--- config.mk ---
export PLATFORM = sky130hd
export DESIGN_NAME = setup_menu_n
export DESIGN_NICKNAME = d
export VERILOG_FILES = /design/src/rtl/setup_menu_n.sv
export SDC_FILE = /design/constraint.sdc
export NUM_CORES = 1
export LEC_CHECK = 0
export BUFFER_PORTS_ARGS = -buffer_cell sky130_fd_sc_hd__buf_2
export CAP_MARGIN = 20
export CORE_MARGIN = 1
export CORE_UTILIZATION = 63
export DETAILED_ROUTE_END_ITERATION = 10
export GPL_TIMING_DRIVEN = 0
export HOLD_SLACK_MARGIN = 0.03
export PLACE_DENSITY = 0.9
export SYNTH_ARGS = -nofsm -noshare
export SYNTH_HDL_FRONTEND = slang
export SYNTH_SLANG_ARGS = --single-unit
--- constraint.sdc ---
create_clock -name clk -period 50.9 [get_ports clk]
set_input_delay 10.18 -clock clk [delete_from_list [all_inputs] [get_ports clk]]
set_output_delay 10.18 -clock clk [all_outputs]
set_load 0.005 [all_outputs]
--- src/rtl/setup_menu_n.sv ---
// setup_menu_n: operator configuration menu for the lock controller.
// Walks beep enable, beep time, auto-lock time, master PIN and N_USER user
// PINs, editing a working copy that is published to the committed
// configuration only on save; abort or inactivity timeout discards it.
// Ports:
//   clk, rst            clock, asynchronous active-high reset
//   setup_on            menu entry request (honoured only in IDLE)
//   digitos_value/valid 20-digit BCD keypad frame (digit 0 = last key) + strobe
//   display_en, bcd_pac display ownership and six BCD digits (BCD0 at [3:0])
//   cfg_*               committed configuration
//   data_setup_ok       one-cycle pulse in COMMIT
//   setup_abort         one-cycle pulse in ABORT
module setup_menu_n #(
  parameter int unsigned N_USER      = 4,
  parameter int unsigned PIN_MIN     = 4,
  parameter int unsigned PIN_MAX     = 12,
  parameter int unsigned T_MIN       = 5,
  parameter int unsigned T_MAX       = 60,
  parameter int unsigned TIMEOUT_CYC = 50_000_000
) (
  input  logic                         clk,
  input  logic                         rst,
  input  logic                         setup_on,
  input  logic [79:0]                  digitos_value,
  input  logic                         digitos_valid,
  output logic                         display_en,
  output logic [23:0]                  bcd_pac,
  output logic                         cfg_bip_status,
  output logic [6:0]                   cfg_bip_time,
  output logic [6:0]                   cfg_trc_time,
  output logic [4*PIN_MAX-1:0]         cfg_master,
  output logic [4*N_USER*PIN_MAX-1:0]  cfg_user,
  output logic                         data_setup_ok,
  output logic                         setup_abort
);

  localparam int unsigned N_DIG = 20;
  localparam int unsigned FW    = 4 * N_DIG;
  localparam int unsigned PW    = 4 * PIN_MAX;
  localparam int unsigned UW    = N_USER * PW;
  localparam int unsigned IDX_W = $clog2(N_USER + 1);
  localparam int unsigned TMR_W = $clog2(TIMEOUT_CYC);

  localparam logic [FW-1:0] FRAME_F    = {N_DIG{4'hF}};
  localparam logic [FW-1:0] FRAME_B    = {N_DIG{4'hB}};
  localparam logic [FW-1:0] FRAME_E    = {N_DIG{4'hE}};
  localparam logic [PW-1:0] MASTER_DEF = ({PW{1'b1}} << 16) | PW'(16'h1234);
  localparam logic [UW-1:0] USER_DEF   = {UW{1'b1}};
  localparam logic [6:0]    TIME_DEF   = 7'(T_MIN);

  typedef enum logic [2:0] {
    S_IDLE, S_BIP_EN, S_BIP_TIME, S_TRC_TIME, S_PIN, S_COMMIT, S_ABORT
  } state_t;

  state_t             state, state_n;
  logic [IDX_W-1:0]   idx, idx_n;
  logic [TMR_W-1:0]   timer, timer_n;
  logic               err, err_n;

  logic               w_bip_status, w_bip_status_n;
  logic [6:0]         w_bip_time, w_bip_time_n;
  logic [6:0]         w_trc_time, w_trc_time_n;
  logic [PW-1:0]      w_master, w_master_n;
  logic [UW-1:0]      w_user, w_user_n;

  logic               c_bip_status_n;
  logic [6:0]         c_bip_time_n, c_trc_time_n;
  logic [PW-1:0]      c_master_n;
  logic [UW-1:0]      c_user_n;

  // PIN frame: contiguous digits from digit 0, length in range, all BCD,
  // nothing but F above the PIN.
  function automatic logic pin_valid(input logic [FW-1:0] f);
    int   len;
    logic run;
    logic ok;
    len = 0;
    run = 1'b1;
    ok  = 1'b1;
    for (int i = 0; i < int'(N_DIG); i++) begin
      if (run && f[i*4 +: 4] != 4'hF) len++;
      else run = 1'b0;
    end
    for (int i = 0; i < int'(N_DIG); i++) begin
      if (i >= len && f[i*4 +: 4] != 4'hF) ok = 1'b0;
      if (i < len && f[i*4 +: 4] > 4'd9) ok = 1'b0;
    end
    return ok && (len >= int'(PIN_MIN)) && (len <= int'(PIN_MAX));
  endfunction

  function automatic logic [6:0] clamp_t(input logic [6:0] v);
    if (v < 7'(T_MIN)) return 7'(T_MIN);
    if (v > 7'(T_MAX)) return 7'(T_MAX);
    return v;
  endfunction

  // Frame decode shared by all menu fields
  logic          frame_f, frame_b, frame_e;
  logic          bip_ok, t_ok, pin_ok;
  logic [3:0]    d0, d1;
  logic [6:0]    t_val;
  logic [PW-1:0] pin_field;

  assign frame_f   = (digitos_value == FRAME_F);
  assign frame_b   = (digitos_value == FRAME_B);
  assign frame_e   = (digitos_value == FRAME_E);
  assign d0        = digitos_value[3:0];
  assign d1        = (digitos_value[7:4] == 4'hF) ? 4'h0 : digitos_value[7:4];
  assign bip_ok    = (d0 == 4'h0) || (d0 == 4'h1);
  assign t_ok      = (d1 <= 4'd9) && (d0 <= 4'd9);
  assign t_val     = clamp_t(7'(d1) * 7'd10 + 7'(d0));
  assign pin_ok    = pin_valid(digitos_value);
  assign pin_field = digitos_value[PW-1:0];

  // Next-state, working copy and commit logic
  always_comb begin
    state_n        = state;
    idx_n          = idx;
    err_n          = err;
    timer_n        = timer;
    w_bip_status_n = w_bip_status;
    w_bip_time_n   = w_bip_time;
    w_trc_time_n   = w_trc_time;
    w_master_n     = w_master;
    w_user_n       = w_user;
    c_bip_status_n = cfg_bip_status;
    c_bip_time_n   = cfg_bip_time;
    c_trc_time_n   = cfg_trc_time;
    c_master_n     = cfg_master;
    c_user_n       = cfg_user;

    case (state)
      S_IDLE: begin
        timer_n = '0;
        if (setup_on) begin
          state_n        = S_BIP_EN;
          idx_n          = '0;
          err_n          = 1'b0;
          w_bip_status_n = cfg_bip_status;
          w_bip_time_n   = cfg_bip_time;
          w_trc_time_n   = cfg_trc_time;
          w_master_n     = cfg_master;
          w_user_n       = cfg_user;
        end
      end
      S_COMMIT, S_ABORT: begin
        timer_n = '0;
        state_n = S_IDLE;
      end
      default: begin
        if (digitos_valid) begin
          timer_n = '0;
          if (frame_b) begin
            err_n   = 1'b0;
            state_n = S_COMMIT;
          end else if (frame_e) begin
            err_n   = 1'b0;
            state_n = S_ABORT;
          end else begin
            case (state)
              S_BIP_EN: begin
                if (frame_f || bip_ok) begin
                  err_n   = 1'b0;
                  state_n = S_BIP_TIME;
                  if (!frame_f) w_bip_status_n = d0[0];
                end else begin
                  err_n = 1'b1;
                end
              end
              S_BIP_TIME, S_TRC_TIME: begin
                if (frame_f || t_ok) begin
                  err_n = 1'b0;
                  if (state == S_BIP_TIME) begin
                    state_n = S_TRC_TIME;
                    if (!frame_f) w_bip_time_n = t_val;
                  end else begin
                    state_n = S_PIN;
                    idx_n   = '0;
                    if (!frame_f) w_trc_time_n = t_val;
                  end
                end else begin
                  err_n = 1'b1;
                end
              end
              default: begin
                if (frame_f || pin_ok) begin
                  err_n = 1'b0;
                  if (pin_ok) begin
                    if (idx == '0) w_master_n = pin_field;
                    for (int k = 0; k < int'(N_USER); k++) begin
                      if (idx == IDX_W'(k + 1)) w_user_n[k*PW +: PW] = pin_field;
                    end
                  end
                  if (idx == IDX_W'(N_USER)) state_n = S_COMMIT;
                  else idx_n = idx + IDX_W'(1);
                end else begin
                  err_n = 1'b1;
                end
              end
            endcase
          end
        end else if (timer == TMR_W'(TIMEOUT_CYC - 1)) begin
          state_n = S_ABORT;
        end else begin
          timer_n = timer + TMR_W'(1);
        end
      end
    endcase

    // Publish on the edge into COMMIT so the new values are visible in COMMIT
    if (state_n == S_COMMIT) begin
      c_bip_status_n = w_bip_status_n;
      c_bip_time_n   = w_bip_time_n;
      c_trc_time_n   = w_trc_time_n;
      c_master_n     = w_master_n;
      c_user_n       = w_user_n;
    end
  end

  // State, working copy, committed config and status flags
  always_ff @(posedge clk or posedge rst) begin
    if (rst) begin
      state          <= S_IDLE;
      idx            <= '0;
      timer          <= '0;
      err            <= 1'b0;
      w_bip_status   <= 1'b1;
      w_bip_time     <= TIME_DEF;
      w_trc_time     <= TIME_DEF;
      w_master       <= MASTER_DEF;
      w_user         <= USER_DEF;
      cfg_bip_status <= 1'b1;
      cfg_bip_time   <= TIME_DEF;
      cfg_trc_time   <= TIME_DEF;
      cfg_master     <= MASTER_DEF;
      cfg_user       <= USER_DEF;
      display_en     <= 1'b0;
      data_setup_ok  <= 1'b0;
      setup_abort    <= 1'b0;
    end else begin
      state          <= state_n;
      idx            <= idx_n;
      timer          <= timer_n;
      err            <= err_n;
      w_bip_status   <= w_bip_status_n;
      w_bip_time     <= w_bip_time_n;
      w_trc_time     <= w_trc_time_n;
      w_master       <= w_master_n;
      w_user         <= w_user_n;
      cfg_bip_status <= c_bip_status_n;
      cfg_bip_time   <= c_bip_time_n;
      cfg_trc_time   <= c_trc_time_n;
      cfg_master     <= c_master_n;
      cfg_user       <= c_user_n;
      display_en     <= (state_n != S_IDLE);
      data_setup_ok  <= (state_n == S_COMMIT);
      setup_abort    <= (state_n == S_ABORT);
    end
  end

  // Display: field number, error mark, and live echo of the keypad frame
  always_comb begin
    bcd_pac = {6{4'hB}};
    case (state)
      S_BIP_EN: begin
        bcd_pac[23:20] = 4'h1;
        bcd_pac[3:0]   = digitos_value[3:0];
        if (err) bcd_pac[19:16] = 4'hE;
      end
      S_BIP_TIME: begin
        bcd_pac[23:20] = 4'h2;
        bcd_pac[7:0]   = digitos_value[7:0];
        if (err) bcd_pac[19:16] = 4'hE;
      end
      S_TRC_TIME: begin
        bcd_pac[23:20] = 4'h3;
        bcd_pac[7:0]   = digitos_value[7:0];
        if (err) bcd_pac[19:16] = 4'hE;
      end
      S_PIN: begin
        bcd_pac[23:20] = 4'(idx) + 4'd4;
        if (err) bcd_pac[19:16] = 4'hE;
      end
      default: ;
    endcase
  end

endmodule

# Yosys cells after proc, flatten, opt, wreduce, memory -nomap -nowiden
# Cells that the tools add are included.
classes:
  n_addsub: 23
  multipliers: 1
  n_div: 0
  order_cmp: 66
  n_eq_ne: 46
  shifts: 0
  mux: 172
  bitwise: 1
  reduce_logical: 78
op_table:
  columns: ["op", "count"]
  rows:
  - ["$mux 192", 7]
  - ["$add 32x2->32 const B", 19]
  - ["$mux 32", 19]
  - ["$mux 48", 12]
  - ["$pmux 192 s2", 1]
  - ["$ge 5x32->1 const A", 8]
  - ["$lt 5x32->1 const A", 8]
  - ["$eq 80x80->1 const B", 3]
  - ["$mux 7", 20]
  - ["$ge 4x32->1 const A", 4]
  - ["$ge 6x32->1 const A", 4]
  - ["$lt 4x32->1 const A", 4]
  - ["$lt 6x32->1 const A", 4]
  - ["$pmux 48 s2", 1]
  - ["$gt 4x4->1 const B", 20]
  - ["$ne 4x4->1 const B", 20]
  - ["$mux 26", 3]
  - ["$mux 1", 77]
  - ["$ge 3x32->1 const A", 2]
  - ["$lt 3x32->1 const A", 2]
  - ["$logic_and 1x1->1", 62]
  - ["$mux 3", 19]
  - ["$ge 1x32->1 const A", 1]
  - ["$ge 2x32->1 const A", 1]
  - ["other kinds (38)", 66]
totals:
  ff_bits: 546
  latchBits: 0
  ramBits: 0
  rom_bits: 0
  in_bits: 84
  out_inout_bits: 282
  wordCells: 404
  memories: 0

# Longest topological paths before layout
logic_depth:
  ltp_word: 92
  ltp_mapped: 73
  mapped_depth_nobuf: 70

# Least setup slack after synthesis
# Ideal clock, no wire load.
synth_path:
  path_kind: "input-to-reg"
  start: "input digitos_value[8]"
  end: "register cfg_bip_time[6]"
  setup_ns: 0.127
  t_arrival_ns: 23.036
  t_required_ns: 50.773
  slack_ns: 27.736
  stages: 71
  path_buffers: 3
  path_cell_list: "clkbuf_1 > and4_1 > a21oi_1 > ha_1 > nor3_1 > nor2_1 > ha_1 > nand2_1 > a41oi_1 > ha_1 > a21o_1 > ha_1 > mux2_2 > ha_1 > a21oi_1 > o21ai_0 > a21o_1 > ha_1 > (+35 left out) > a21oi_1 > nor2_1 > a31o_2 > inv_1 > ha_1 > nand2_1 > xor2_1 > nand2_1 > a211oi_1 > o211ai_1 > nor4_2 > o211ai_2 > nor2b_4 > o31ai_2 > nor4_2 > buf_4 > buf_6 > mux2_1"
synth_via:
  elab_chain_len: 89
  elab_cells_between_ends: 219
  classes_between: "add/sub (17); order compare (43); eq/ne (5); mux (91); reduce/logical (63)"
synth_rtl:
  columns: ["item", "line", "source"]
  rows:
  - ["start: declaration", "24", "input logic [79:0] digitos_value,"]
  - ["$ne 4x4->1", "81, 85", null]
  - ["$logic_and 1x1->1", "81", "if (run && f[i*4 +: 4] != 4'hF) len++;"]
  - ["$mux 32 / $mux 1 (equally long branches)", "81", null]
  - ["$add 32x2->32 / $logic_and 1x1->1 (equally long branches)", "81", null]
  - ["$mux 32 / $mux 1 (equally long branches)", "81", null]
  - ["$add 32x2->32 / $logic_and 1x1->1 (equally long branches)", "81", null]
  - ["$mux 32 / $mux 1 (equally long branches)", "81", null]
  - ["$add 32x2->32 / $logic_and 1x1->1 (equally long branches)", "81", null]
  - ["(+73 left out)", null, null]
  - ["$logic_or 1x1->1", "186", "if (frame_f || pin_ok) begin"]
  - ["$mux 3", "186", null]
  - ["$pmux 3 s2", "160", "case (state)"]
  - ["$mux 3", "156", "end else if (frame_e) begin"]
  - ["$mux 3", "153", "if (frame_b) begin"]
  - ["$mux 3", "151", "if (digitos_valid) begin"]
  - ["$pmux 3 s2", "132", "case (state)"]
  - ["$eq 3x3->1", "211", "if (state_n == S_COMMIT) begin"]
  - ["end signal: assignment", "251", "cfg_bip_time <= c_bip_time_n;"]
  - ["end: declaration", "29", "output logic [6:0] cfg_bip_time,"]
# Parallel ways exist; a longest one is shown, timed or not.
# A chain may end at the register's enable or synchronous reset.

# Worst setup path after layout
layout_path:
  start: "input digitos_value[7]"
  end: "register cfg_master[25]"
layout_via:
  elab_chain_len: 91
  elab_cells_between_ends: 226
  classes_between: "add/sub (18); order compare (44); eq/ne (6); mux (93); reduce/logical (65)"
layout_rtl:
  columns: ["item", "line", "source"]
  rows:
  - ["$ne 4x4->1", "81, 85", null]
  - ["$logic_and 1x1->1", "81", null]
  - ["$mux 32 / $mux 1 (equally long branches)", "81", null]
  - ["$add 32x2->32 / $logic_and 1x1->1 (equally long branches)", "81", null]
  - ["$mux 32 / $mux 1 (equally long branches)", "81", null]
  - ["$add 32x2->32 / $logic_and 1x1->1 (equally long branches)", "81", null]
  - ["$mux 32 / $mux 1 (equally long branches)", "81", null]
  - ["$add 32x2->32 / $logic_and 1x1->1 (equally long branches)", "81", null]
  - ["(+75 left out)", null, null]
  - ["$logic_or 1x1->1", "186", null]
  - ["$mux 3", "186", null]
  - ["$pmux 3 s2", "160", null]
  - ["$mux 3", "156", null]
  - ["$mux 3", "153", null]
  - ["$mux 3", "151", null]
  - ["$pmux 3 s2", "132", null]
  - ["$eq 3x3->1", "211", null]
  - ["end signal: assignment", "253", "cfg_master <= c_master_n;"]
  - ["end: declaration", "31", "output logic [4*PIN_MAX-1:0] cfg_master,"]
# Parallel ways exist; a longest one is shown, timed or not.

==> results.sh <==
export IMPL_post_place_ws_ns=24.68
export IMPL_ys_top_cells_by_count="468 x dfstp_2, 208 x mux2_1, 199 x a21o_1"
export IMPL_max_freq_ghz=0.0382
export IMPL_ir_worst_vdd_uv=44.4
export IMPL_cpPeakStageDelay_ns=0.92
export IMPL_crit_path_max_fanout=10
export IMPL_design_die_area_mm2=0.0450
export IMPL_startpoint="digitos_value[7]"
export IMPL_ys_seq_area_share_pct=51.2
export IMPL_netlist_area_mm2=0.0278
export IMPL_first_pass_iters=7
export IMPL_start_util_pct=64.3
export IMPL_ys_types=102
export IMPL_tns_ns=0
export IMPL_htreeDepth=2
export IMPL_path_common_cell="ha_1"
export IMPL_drv_slew=0
export IMPL_synthCells=2409
export IMPL_p_leak_nw=15.9
export IMPL_synth_flop_cell="dfstp_2"
export IMPL_grt_usage_pct=44.5
export IMPL_critPathKind="primary input to flop"
export IMPL_finalHoldViolations=0
export IMPL_rsz0062_at_grt="no"
export IMPL_hpwl_um=69000
export IMPL_worstReg2RegStart="state[0]"
export IMPL_cts_tree="built"
export IMPL_power_density_mw_per_mm2=48.7
export IMPL_clk_latency_ns=0.64
export IMPL_clockRootBuffer="clkbuf_16"
export IMPL_synth_top_area_share_pct=44.2
export IMPL_status="complete, no violations"
export IMPL_critPathArrivalTime_ns=26.73
export IMPL_dpl_cell_area_mm2=0.0305
export IMPL_postRouteWirelength_um=100000
export IMPL_finalPower_mw=1.58
export IMPL_postCtsHoldBufs=0
export IMPL_period_needed_ns=26.18
export IMPL_grt_overflow=0
export IMPL_wl_per_cell_um=29.1
export IMPL_setup_ws_ns=24.72
export IMPL_finalWeightedCongestion=0.983
export IMPL_ys_top_cells_by_area="dfstp_2 44%, mux2_1 8.4%, dfrtp_1 7.0%"
export IMPL_drtIter0Drc=2746
export IMPL_hp_class="flop to flop"
export IMPL_grt_pass1_vias=23500
export IMPL_die_x_um=212
export IMPL_timing_hold_ws_ns=0.494
export IMPL_ios=366
export IMPL_slew_headroom_pct=14.6
export IMPL_vias_per_cell=6.91
export IMPL_syn_area_per_cell_um2=11.5
export IMPL_cts_resized=0
export IMPL_cts_num_sinks=546
export IMPL_die_y_um=212
export IMPL_drive_gt1_share_pct=39.0
export IMPL_io_buffers=317
export IMPL_finalCritPeriodShare_pct=51.4
export IMPL_ys_warn_count=0
export IMPL_area_delta_synth_final_pct=16.9
export IMPL_worst_pin_slew_ns=1.28
export IMPL_fin_area_mm2=0.0325
export IMPL_worst_setup_path_start_kind="primary input"
export IMPL_crit_required_ns=51.45
export IMPL_drc=0
export IMPL_cp_end_kind="flop"
export IMPL_cts_buffers_inserted=54
export IMPL_antenna_left=0
export IMPL_synth_edf_count=0
export IMPL_clock_path_buffers=3
export IMPL_ys_ff_latch=546
export IMPL_final_nets=2931
export IMPL_antenna_found_initial=11
export IMPL_core_area_mm2=0.0433
export IMPL_synth_largest_area_cell="dfstp_2"
export IMPL_finalSetupViolCount=0
export IMPL_synthArstFlopShare_pct=100
export IMPL_maxCapViolations=0
export IMPL_cts_setup_buffers=0
export IMPL_grt_max_degree=145
export IMPL_clk_pin_slew_ns=0.07
export IMPL_finClkSkew_ns=0.0380
export IMPL_grt_pass1_wl_um=147000
export IMPL_yosysMostFrequentCell="dfstp_2"
export IMPL_vias=23800
export IMPL_hold_start="w_bip_status"
export IMPL_rows=76
export IMPL_critPathSlowestCell="a31oi_1"
## worst max-delay path: cells and delay by family
kind	cells	cell delay, ns
AOI/OAI and AO/OA	20	3.92
xor gates and xnor gates	1	0.65
adders and majority gates	17	5.55
buffers and inverters	8	1.77
muxes	7	1.61
and+or+nand+nor	20	2.99
## layout by cell type (no fill, tap or decap), drive strengths merged, types with 6 or more instances in the layout
| cell | n |
|---|---|
| dfstp | 468 |
| buf | 431 |
| mux2 | 261 |
| a21o | 199 |
| a22o | 196 |
| nand2 | 193 |
| clkbuf | 184 |
| nor2 | 89 |
| a21oi | 86 |
| dfrtp | 78 |
| nand4 | 61 |
| o21ai | 54 |
| inv | 45 |
| nand3 | 39 |
| o221a | 39 |
| nor3 | 38 |
| ha | 29 |
| xor2 | 29 |
| xnor2 | 28 |
| nor4 | 25 |
| and4 | 21 |
| and2 | 19 |
| or3 | 18 |
| and3 | 15 |
| mux2i | 14 |
| a31oi | 14 |
| nand2b | 12 |
| o211ai | 12 |
| clkinv | 12 |
| conb | 10 |
| or2 | 10 |
| a22oi | 9 |
| o21a | 7 |
| o221ai | 7 |
| bufinv | 7 |
| nor2b | 7 |
| a211oi | 7 |
| a221oi | 6 |
| o22ai | 6 |
## layer usage
layer / track usage (%) / routed length [um]
met4: 35.9 / 8870
met5: 0.111 / 23
met1: 54.4 / 36100
met2: 63.5 / 42700
met3: 15.8 / 12600
## registers in the layout, summed over array words and instances (netlist names), 3 cells and up
| name | cells |
|---|---|
| idx | 3 |
| state | 3 |
| cfg_user | 192 |
| cfg_bip_time | 7 |
| timer | 26 |
| w_user | 192 |
| w_trc_time | 7 |
| cfg_master | 48 |
| w_master | 48 |
| cfg_trc_time | 7 |
| w_bip_time | 7 |
## final timing paths
kind / endpoint / slack [ns] / depth (start not counted)
setup reg to reg: cfg_master[25] / 46.50 / 9
max in group asynchronous: timer[7] / 39.60 / 4
min in group asynchronous: w_master[0] / 9.60 / 2
setup / recovery: cfg_master[25] / 24.72 / 73
hold reg to reg: w_bip_status / 0.49 / 2
hold / removal: w_bip_status / 0.49 / 2
## power breakdown
part | switching, mW | internal, mW | leakage (nW) | total (mW)
Combinational | 0.436 | 0.196 | 9.08 | 0.632
Clock | 0.179 | 0.245 | 0.916 | 0.424
Sequential | 0.0276 | 0.499 | 5.90 | 0.526
Total | 0.642 | 0.940 | 15.9 | 1.58
## stage by stage
step / instances / utilization (%)
global placement: 3319 / 69.7
floorplan: 2417 / -
detailed placement: 3340 / 70.6
finish: 3450 / 75.1
global route: 3447 / 75.1
CTS: 3440 / 74.9
## final cells by class
| cell class | count | area, um^2 |
|---|---|---|
| Antenna cell | 5 | 12.5 |
| Clock buffer | 75 | 1520 |
| Inverter | 41 | 161 |
| Multi-Input combinational cell | 1633 | 12400 |
| Clock inverter | 25 | 347 |
| Sequential cell | 546 | 14200 |
| Timing Repair Buffer | 343 | 2040 |
| Tap cell | 585 | 732 |
| Fill cell | 2701 | 10800 |
| Buffer | 197 | 1020 |
## kinds of logic (layout without fill, tap and decap cells)
logic type	count (synthesis)	after routing	synth area share [%]
muxes	275	275	11.1
xor gates and xnor gates	60	60	2.12
and+or+nand+nor	568	568	10.5
DFF	546	546	51.2
buffers and inverters	238	681	4.21
adders and majority gates	33	33	1.52
other	2	15	0.0270
AOI/OAI and AO/OA	687	687	19.3
Note: power is estimated with default switching activity, not from simulation.
